File: config.mk
export PLATFORM = sky130hd
export DESIGN_NAME = gmii2fifo24
export DESIGN_NICKNAME = d
export VERILOG_FILES = /design/src/rtl/gmii2fifo24.sv
export SDC_FILE = /design/constraint.sdc
export NUM_CORES = 1
export LEC_CHECK = 0
export ABC_CLOCK_PERIOD_IN_PS = 6510
export CAP_MARGIN = 20
export CORE_ASPECT_RATIO = 0.6
export CORE_MARGIN = 2
export CORE_UTILIZATION = 30
export CTS_BUF_LIST = sky130_fd_sc_hd__clkbuf_4
export DETAILED_ROUTE_END_ITERATION = 7
export DONT_BUFFER_PORTS = 1
export PLACE_DENSITY = 0.41
export SETUP_SLACK_MARGIN = 0.4
export SLEW_MARGIN = 20
export SYNTH_ARGS = -nofsm -noshare
export SYNTH_HDL_FRONTEND = slang
export SYNTH_SLANG_ARGS = --single-unit
File: constraint.sdc
create_clock -name clk125 -period 6.51 [get_ports clk125]
set_input_delay 1.302 -clock clk125 [delete_from_list [all_inputs] [get_ports clk125]]
set_output_delay 1.302 -clock clk125 [all_outputs]
set_load 0.02 [all_outputs]
File: src/rtl/gmii2fifo24.sv
// GMII receive parser: strips preamble/SFD and the Ethernet header, filters on EtherType,
// and unpacks the payload into 24-bit RGB pixel words for the downstream pixel FIFO.
module gmii2fifo24 #(
  parameter logic [15:0] ETHERTYPE    = 16'h88B5,
  parameter int unsigned MIN_PREAMBLE = 1
) (
  input  logic        clk125,
  input  logic        sys_rst,
  input  logic [7:0]  rxd,
  input  logic        rx_dv,
  output logic [28:0] datain,
  output logic        recv_en,
  output logic        packet_en
);

  localparam logic [2:0] IDLE     = 3'd0;
  localparam logic [2:0] PREAMBLE = 3'd1;
  localparam logic [2:0] HEADER   = 3'd2;
  localparam logic [2:0] PAYHDR   = 3'd3;
  localparam logic [2:0] PIXEL    = 3'd4;
  localparam logic [2:0] DROP     = 3'd5;

  localparam logic [7:0] MIN_PRE = MIN_PREAMBLE[7:0];

  logic [2:0]  state;
  logic        armed;
  logic [7:0]  pre_cnt;
  logic [3:0]  byte_cnt;
  logic [7:0]  hi_byte;
  logic [3:0]  line_num;
  logic [15:0] remain;
  logic [1:0]  phase;
  logic [7:0]  r_byte;
  logic [7:0]  g_byte;
  logic        first_pix;

  always_ff @(posedge clk125) begin
    if (sys_rst) begin
      state     <= IDLE;
      armed     <= 1'b0;
      pre_cnt   <= '0;
      byte_cnt  <= '0;
      hi_byte   <= '0;
      line_num  <= '0;
      remain    <= '0;
      phase     <= '0;
      r_byte    <= '0;
      g_byte    <= '0;
      first_pix <= 1'b0;
      datain    <= '0;
      recv_en   <= 1'b0;
      packet_en <= 1'b0;
    end else begin
      recv_en <= 1'b0;
      if (!rx_dv) begin
        state     <= IDLE;
        packet_en <= 1'b0;
        armed     <= 1'b1;
      end else begin
        case (state)
          IDLE: begin
            // after reset, a frame already in flight is never picked up mid-stream
            if (armed && rxd == 8'h55) begin
              state   <= PREAMBLE;
              pre_cnt <= 8'd1;
            end else begin
              state <= DROP;
            end
          end
          PREAMBLE: begin
            if (rxd == 8'h55) begin
              if (pre_cnt != 8'hFF) pre_cnt <= pre_cnt + 8'd1;
            end else if (rxd == 8'hD5 && pre_cnt >= MIN_PRE) begin
              state    <= HEADER;
              byte_cnt <= '0;
            end else begin
              state <= DROP;
            end
          end
          HEADER: begin
            byte_cnt <= byte_cnt + 4'd1;
            if (byte_cnt == 4'd12) hi_byte <= rxd;
            if (byte_cnt == 4'd13) begin
              if ({hi_byte, rxd} == ETHERTYPE) begin
                state    <= PAYHDR;
                byte_cnt <= '0;
              end else begin
                state <= DROP;
              end
            end
          end
          PAYHDR: begin
            byte_cnt <= byte_cnt + 4'd1;
            case (byte_cnt[1:0])
              2'd0: hi_byte <= rxd;
              2'd1: line_num <= rxd[3:0];
              2'd2: hi_byte <= rxd;
              default: begin
                if ({hi_byte, rxd} == 16'h0000) begin
                  state <= DROP;
                end else begin
                  state     <= PIXEL;
                  remain    <= {hi_byte, rxd};
                  packet_en <= 1'b1;
                  first_pix <= 1'b1;
                  phase     <= '0;
                end
              end
            endcase
          end
          PIXEL: begin
            case (phase)
              2'd0: begin
                r_byte <= rxd;
                phase  <= 2'd1;
              end
              2'd1: begin
                g_byte <= rxd;
                phase  <= 2'd2;
              end
              default: begin
                datain    <= {first_pix, line_num, r_byte, g_byte, rxd};
                recv_en   <= 1'b1;
                first_pix <= 1'b0;
                remain    <= remain - 16'd1;
                phase     <= 2'd0;
                // packet_en stays up through the last strobe and drops from DROP
                if (remain == 16'd1) state <= DROP;
              end
            endcase
          end
          DROP: packet_en <= 1'b0;
          default: state <= DROP;
        endcase
      end
    end
  end

endmodule

Yosys cells after proc, flatten, opt, wreduce, memory -nomap -nowiden --
Cells that the tools add are included.
Storage, ports and cells: logic and storage cells 112, input port bits 11, flip-flop bits (word level) 94
Cells by class: reductions and logical operators 27, equal/unequal tests 27, muxes and demuxes 36, bitwise operators 4, add/subtract/negate cells 3, $lt $le $gt $ge 1
Operators with widths (count):
- two-way mux 16 bit | 3
- two-way mux 8 bit | 5
- case mux 16 bit (2 select lines) | 1
- case mux 8 bit (2 select lines) | 2
- two-way mux 3 bit | 8
- inequality test 2 bit (second input constant) | 12
- case mux 3 bit (6 select lines) | 1
- equality test 16 x 1 -> 1 bit (second input constant) | 1
- equality test 16 bit (second input constant) | 1
- zero test 16 bit | 1
- two-way mux 4 bit | 4
- subtractor 16 x 1 -> 16 bit (second input constant) | 1
- AND reduction 3 bit | 5
- case mux 4 bit (3 select lines) | 1
- AND reduction 4 bit | 3
- AND reduction 5 bit | 2
- adder 8 x 1 -> 8 bit (second input constant) | 1
- equality test 4 bit (second input constant) | 2
- equality test 8 x 7 -> 1 bit (second input constant) | 1
- equality test 8 bit (second input constant) | 1
- >= comparator 8 x 1 -> 1 bit (second input constant) | 1
- inequality test 8 bit (second input constant) | 1
- case mux 2 bit (2 select lines) | 2
- nonzero test 2 bit | 4
- 17 further kinds | 34

Depth between registers and ports, before layout --
depth after elaboration 5, mapped depth 8, gate-level depth less buffers 7

Worst setup path before layout --
Ideal clock, no wire load.
kind input-to-reg, from input rxd[7], to register remain[11], path slack 3.323 ns, data required time 6.391 ns, arrival time 3.068 ns, library setup time 0.119 ns, cell stages on the path 7, cells stage by stage buf_2 or4_4 or4_4 o211ai_4 buf_6 a21oi_2 o221a_1
On the way: cells in the longest elaborated chain, start to end 3
Ends and longest elaborated chain:
- from (decl) | line 9 | input logic [7:0] rxd,
- zero test 16 bit | line 99 | if ({hi_byte, rxd} == 16'h0000) begin
- inequality test 2 bit (no source line)
- AND reduction 5 bit (no source line)
- to (signal assigned) | line 103 | remain <= {hi_byte, rxd};
- to (signal assigned) | line 125 | remain <= remain - 16'd1;
- to (decl) | line 31 | logic [15:0] remain;
Every way passes these cells. A chain may end at the register's enable or synchronous reset.

Worst setup path in the final report --
from input rxd[0], to register remain[13]
The elaborated chain is that of the path after synthesis.

==> flow_summary_export.csv <==
group,metric,value,unit
outcome,status,"finished clean",
timing,setup_ws,3.50,ns
synthesis,synth_fp_nets,556,
setup_path,critPathKind,"in2reg",
place,portBuffers,0,
setup_path,r2r_setup_slack,3.95,ns
synthesis,synth_top_area_cell,"dfxtp_1",
cts,cts_max_level,3,
setup_path,cpMaxStageDelayCell,"o211ai_4",
route,wire_per_inst,17.2,um
layout,antenna_cells,0,
place,dp_cells,702,
setup_path,cp.depth,5,
timing,rsz0062_at_grt,"false",
worst_hold_path,hold_depth,2,
route,met1_length,6770,um
setup_path,cp_top_family,"compound AO/OA/AOI/OAI gates",
place,dp_slack,3.04,ns
place,globalplace.congestion,0.799,
cts,cts.reportedPaths.clkPinSlew,0.16,ns
worst_hold_path,hold_path.class,"reg2reg",
cts,cts_tree,"done",
floorplan,dieArea,15600,um2
timing,fin_skew,0.0206,ns
cts,cts_root_buf,"clkbuf_4",
place,place_hpwl,8160,um
synthesis,synth.distinct_cells,62,
route,wl_met3,776,um
setup_path,arrival,3.40,ns
timing,whs,0.457,ns
route,ant_nets,0,
synthesis,yosys-top-cells-area,"dfxtp_1 43%, nand2_1 8.3%, a21oi_1 7.9%, mux2i_1 4.6%, nor2_1 4.0%",
cts,clock_latency,0.45,ns
cts,ctsResizeCount,0,
synthesis,seq_area_frac_synth,43.0,%
setup_path,crit_path_start_kind,"input pin",
worst_hold_path,hp-start,"g_byte[5]$_SDFFE_PP0P_",
floorplan,dieWidth,160,um
cts,postCtsSetupRepairBufs,0,
grt,antenna_found_initial,0,
setup_path,rr_worst_depth,5,
timing,slew_violations,0,
cts,cts-buffers-inserted,9,
cts,cts_hold_buf,0,
layout,final_net_count,535,
route,route.detailed.drc,0,
timing,tightest_slew,0.850,ns
cts,cts_sinks,94,
route,routed-wl-met2,4720,um
setup_path,cpPeakStageDelay,0.69,ns
setup_path,critical_path_buf_inv_count,0,
synthesis,netlist_area,4380,um2
grt,first_global_vias,3472,
route,drt_iter0_markers,309,
run,maxCapViolCount,0,
timing,setup_violations,0,
setup_path,end_kind,"flop",
timing,slew_headroom,43.0,%
grt,track_usage,16.1,%
synthesis,ys_ff_latch,94,
cts,cts_buffer_depth,2,
route,wl,12300,um
pwr,p_per_area,222,nW/um2
synthesis,synth_edf_count,0,
layout,layout-drive-gt1-share,7.50,%
floorplan,pin_count,42,
route,vias,3716,
place,placed_area,4500,um2
setup_path,crit_required,6.90,ns
floorplan,fp-row-count,34,
setup_path,path_common_cell,"or4_4",
floorplan,fp.coreArea,14400,um2
setup_path,path_max_fanout,33,
timing,setup_tns,0,ns
layout,area_growth_syn_to_layout,7.11,%
setup_path,reg2reg_to,"remain[13]$_SDFFE_PP0P_",
grt,grt.overflow.total,0,
floorplan,die_height,97.6,um
timing,finalCriticalPeriod,3.01,ns
timing,post-route-period-util,46.2,%
setup_path,reg2reg_from,"state[0]$_SDFFE_PP0P_",
pwr,ir_drop,86.9,uV
synthesis,synth_top_area_share,43.0,%
synthesis,postSynth.asyncResetShare,0,%
synthesis,ys.warnings.count,0,
worst_hold_path,hold-path-endpoint,"datain[13]$_SDFFE_PP0P_",
grt,grt_first_pass_wirelength,19800,um
route,viasPerCell,5.18,
layout,final_cells,718,
layout,design_area,4690,um2
setup_path,crit_chain,"or4_4 > or4_4 > o211ai_4 > o21ai_0 > a21oi_1",
synthesis,postSynthAreaPerCell,8.17,um2
route,dr.pass1.iters,5,
timing,hold_viol_final,0,
synthesis,syn_inst,536,
synthesis,synth_ff_type,"dfxtp_1",
timing,fmax,332,MHz
floorplan,start_util,30.5,%
pwr,p_leak,1.61,nW
grt,grt_max_degree,90,
route,highest_layer,"met4",
cells in the mapped netlist, types with 2 or more instances:
library cell / instances
and3_1: 6
or2_2: 5
nor3_1: 7
nand2b_1: 6
inv_1: 13
or3b_1: 3
o21ai_0: 19
buf_2: 3
nor4_1: 6
a22oi_1: 3
a31oi_1: 5
or3b_2: 3
nor2_1: 47
or3_1: 4
nand4b_1: 2
a21o_1: 7
a2111oi_0: 2
ha_1: 9
nand4_1: 4
mux2i_1: 20
or4_4: 2
nand2_1: 97
o32ai_1: 2
o22ai_1: 4
o2bb2ai_1: 2
clkbuf_1: 28
buf_6: 3
a41oi_1: 2
a21oi_1: 69
nand3_1: 13
nand3b_1: 2
o211ai_1: 2
nor3b_1: 4
o41ai_1: 2
a311oi_1: 2
a211oi_1: 2
or4_1: 5
o21a_1: 3
dfxtp_1: 94
o311ai_0: 2
where the power goes:
part	switching (mW)	internal [mW]
Clock	0.211	0.202
Sequential	0.00544	0.580
Combinational	0.0272	0.0167
Total	0.243	0.799
kinds of logic after synthesis:
group / Yosys count / synth area share (%)
compound gates: 139 / 19.9
mux: 20 / 4.57
buf+inv: 50 / 4.97
flops: 94 / 43.0
fa+ha+maj: 9 / 2.57
simple gates: 224 / 25.1
worst reg2reg max path, delay by kind of cell (launching register included):
kind	cells	cell delay (ns)
AO/OA/AOI/OAI	3	1.08
buffers and inverters	1	0.22
flip-flops	1	0.62
AND/OR/NAND/NOR	1	0.59
layout make-up:
class,instances,area [um2]
fill,1572,9690
multi-input combinational,392,2290
sequential,94,1880
tap,198,248
clock inverter,6,116
clock buffer,10,75.1
inverter,14,52.6
timing repair buffer,4,30.0
cell usage in the layout, fill, tap and decap left out, types with 4 or more instances in the layout:
cell type  netlist  final
mux2i_1         20     20
nand2b_1         6      6
nor2_1          47     46
inv_1           13     13
nand2_1         97     97
clkbuf_4         0     10
nand3_1         13     13
and3_1           6      6
o21ai_0         19     19
a21oi_1         69     69
or4_1            5      5
nor3_1           7      7
dfxtp_1         94     94
buf_4            1      4
or3_1            4      4
or2_2            5      5
a21o_1           7      7
o22ai_1          4      4
ha_1             9      9
nor4_1           6      6
a31oi_1          5      5
nand4_1          4      4
per-stage QoR:
stage	total power [mW]	util, %
floorplan	0.642	-
global placement	0.641	31.3
detailed placement	0.641	31.3
CTS	1.06	32.6
global route	1.09	32.6
finish	1.04	32.6
state kept, by name, summed over array words and instances, names as in the netlist:
signal / cells
line_num: 4
armed: 1
datain: 29
phase: 2
remain: 16
recv_en: 1
g_byte: 8
hi_byte: 8
state: 3
first_pix: 1
byte_cnt: 4
pre_cnt: 8
r_byte: 8
packet_en: 1
routing by layer:
| metal | GRT usage, % | vias to the layer above |
|---|---|---|
| li1 | - | 1858 |
| met1 | 25.5 | 1756 |
| met2 | 21.2 | 97 |
| met3 | 4.78 | 5 |
| met4 | 2.56 | 0 |
| met5 | 0 | - |
how the worst max path moves through the flow:
stage	end	slack, ns	startpoint
after floorplan	remain[11]$_SDFFE_PP0P_	3.32	rxd[7]
after global placement	remain[5]$_SDFFE_PP0P_	3.07	rxd[0]
after detailed placement	remain[5]$_SDFFE_PP0P_	3.04	rxd[0]
after CTS	remain[13]$_SDFFE_PP0P_	3.52	rxd[0]
after global routing	remain[13]$_SDFFE_PP0P_	3.35	rxd[0]
final	remain[13]$_SDFFE_PP0P_	3.50	rxd[0]
(Power assumes the default switching activity.)
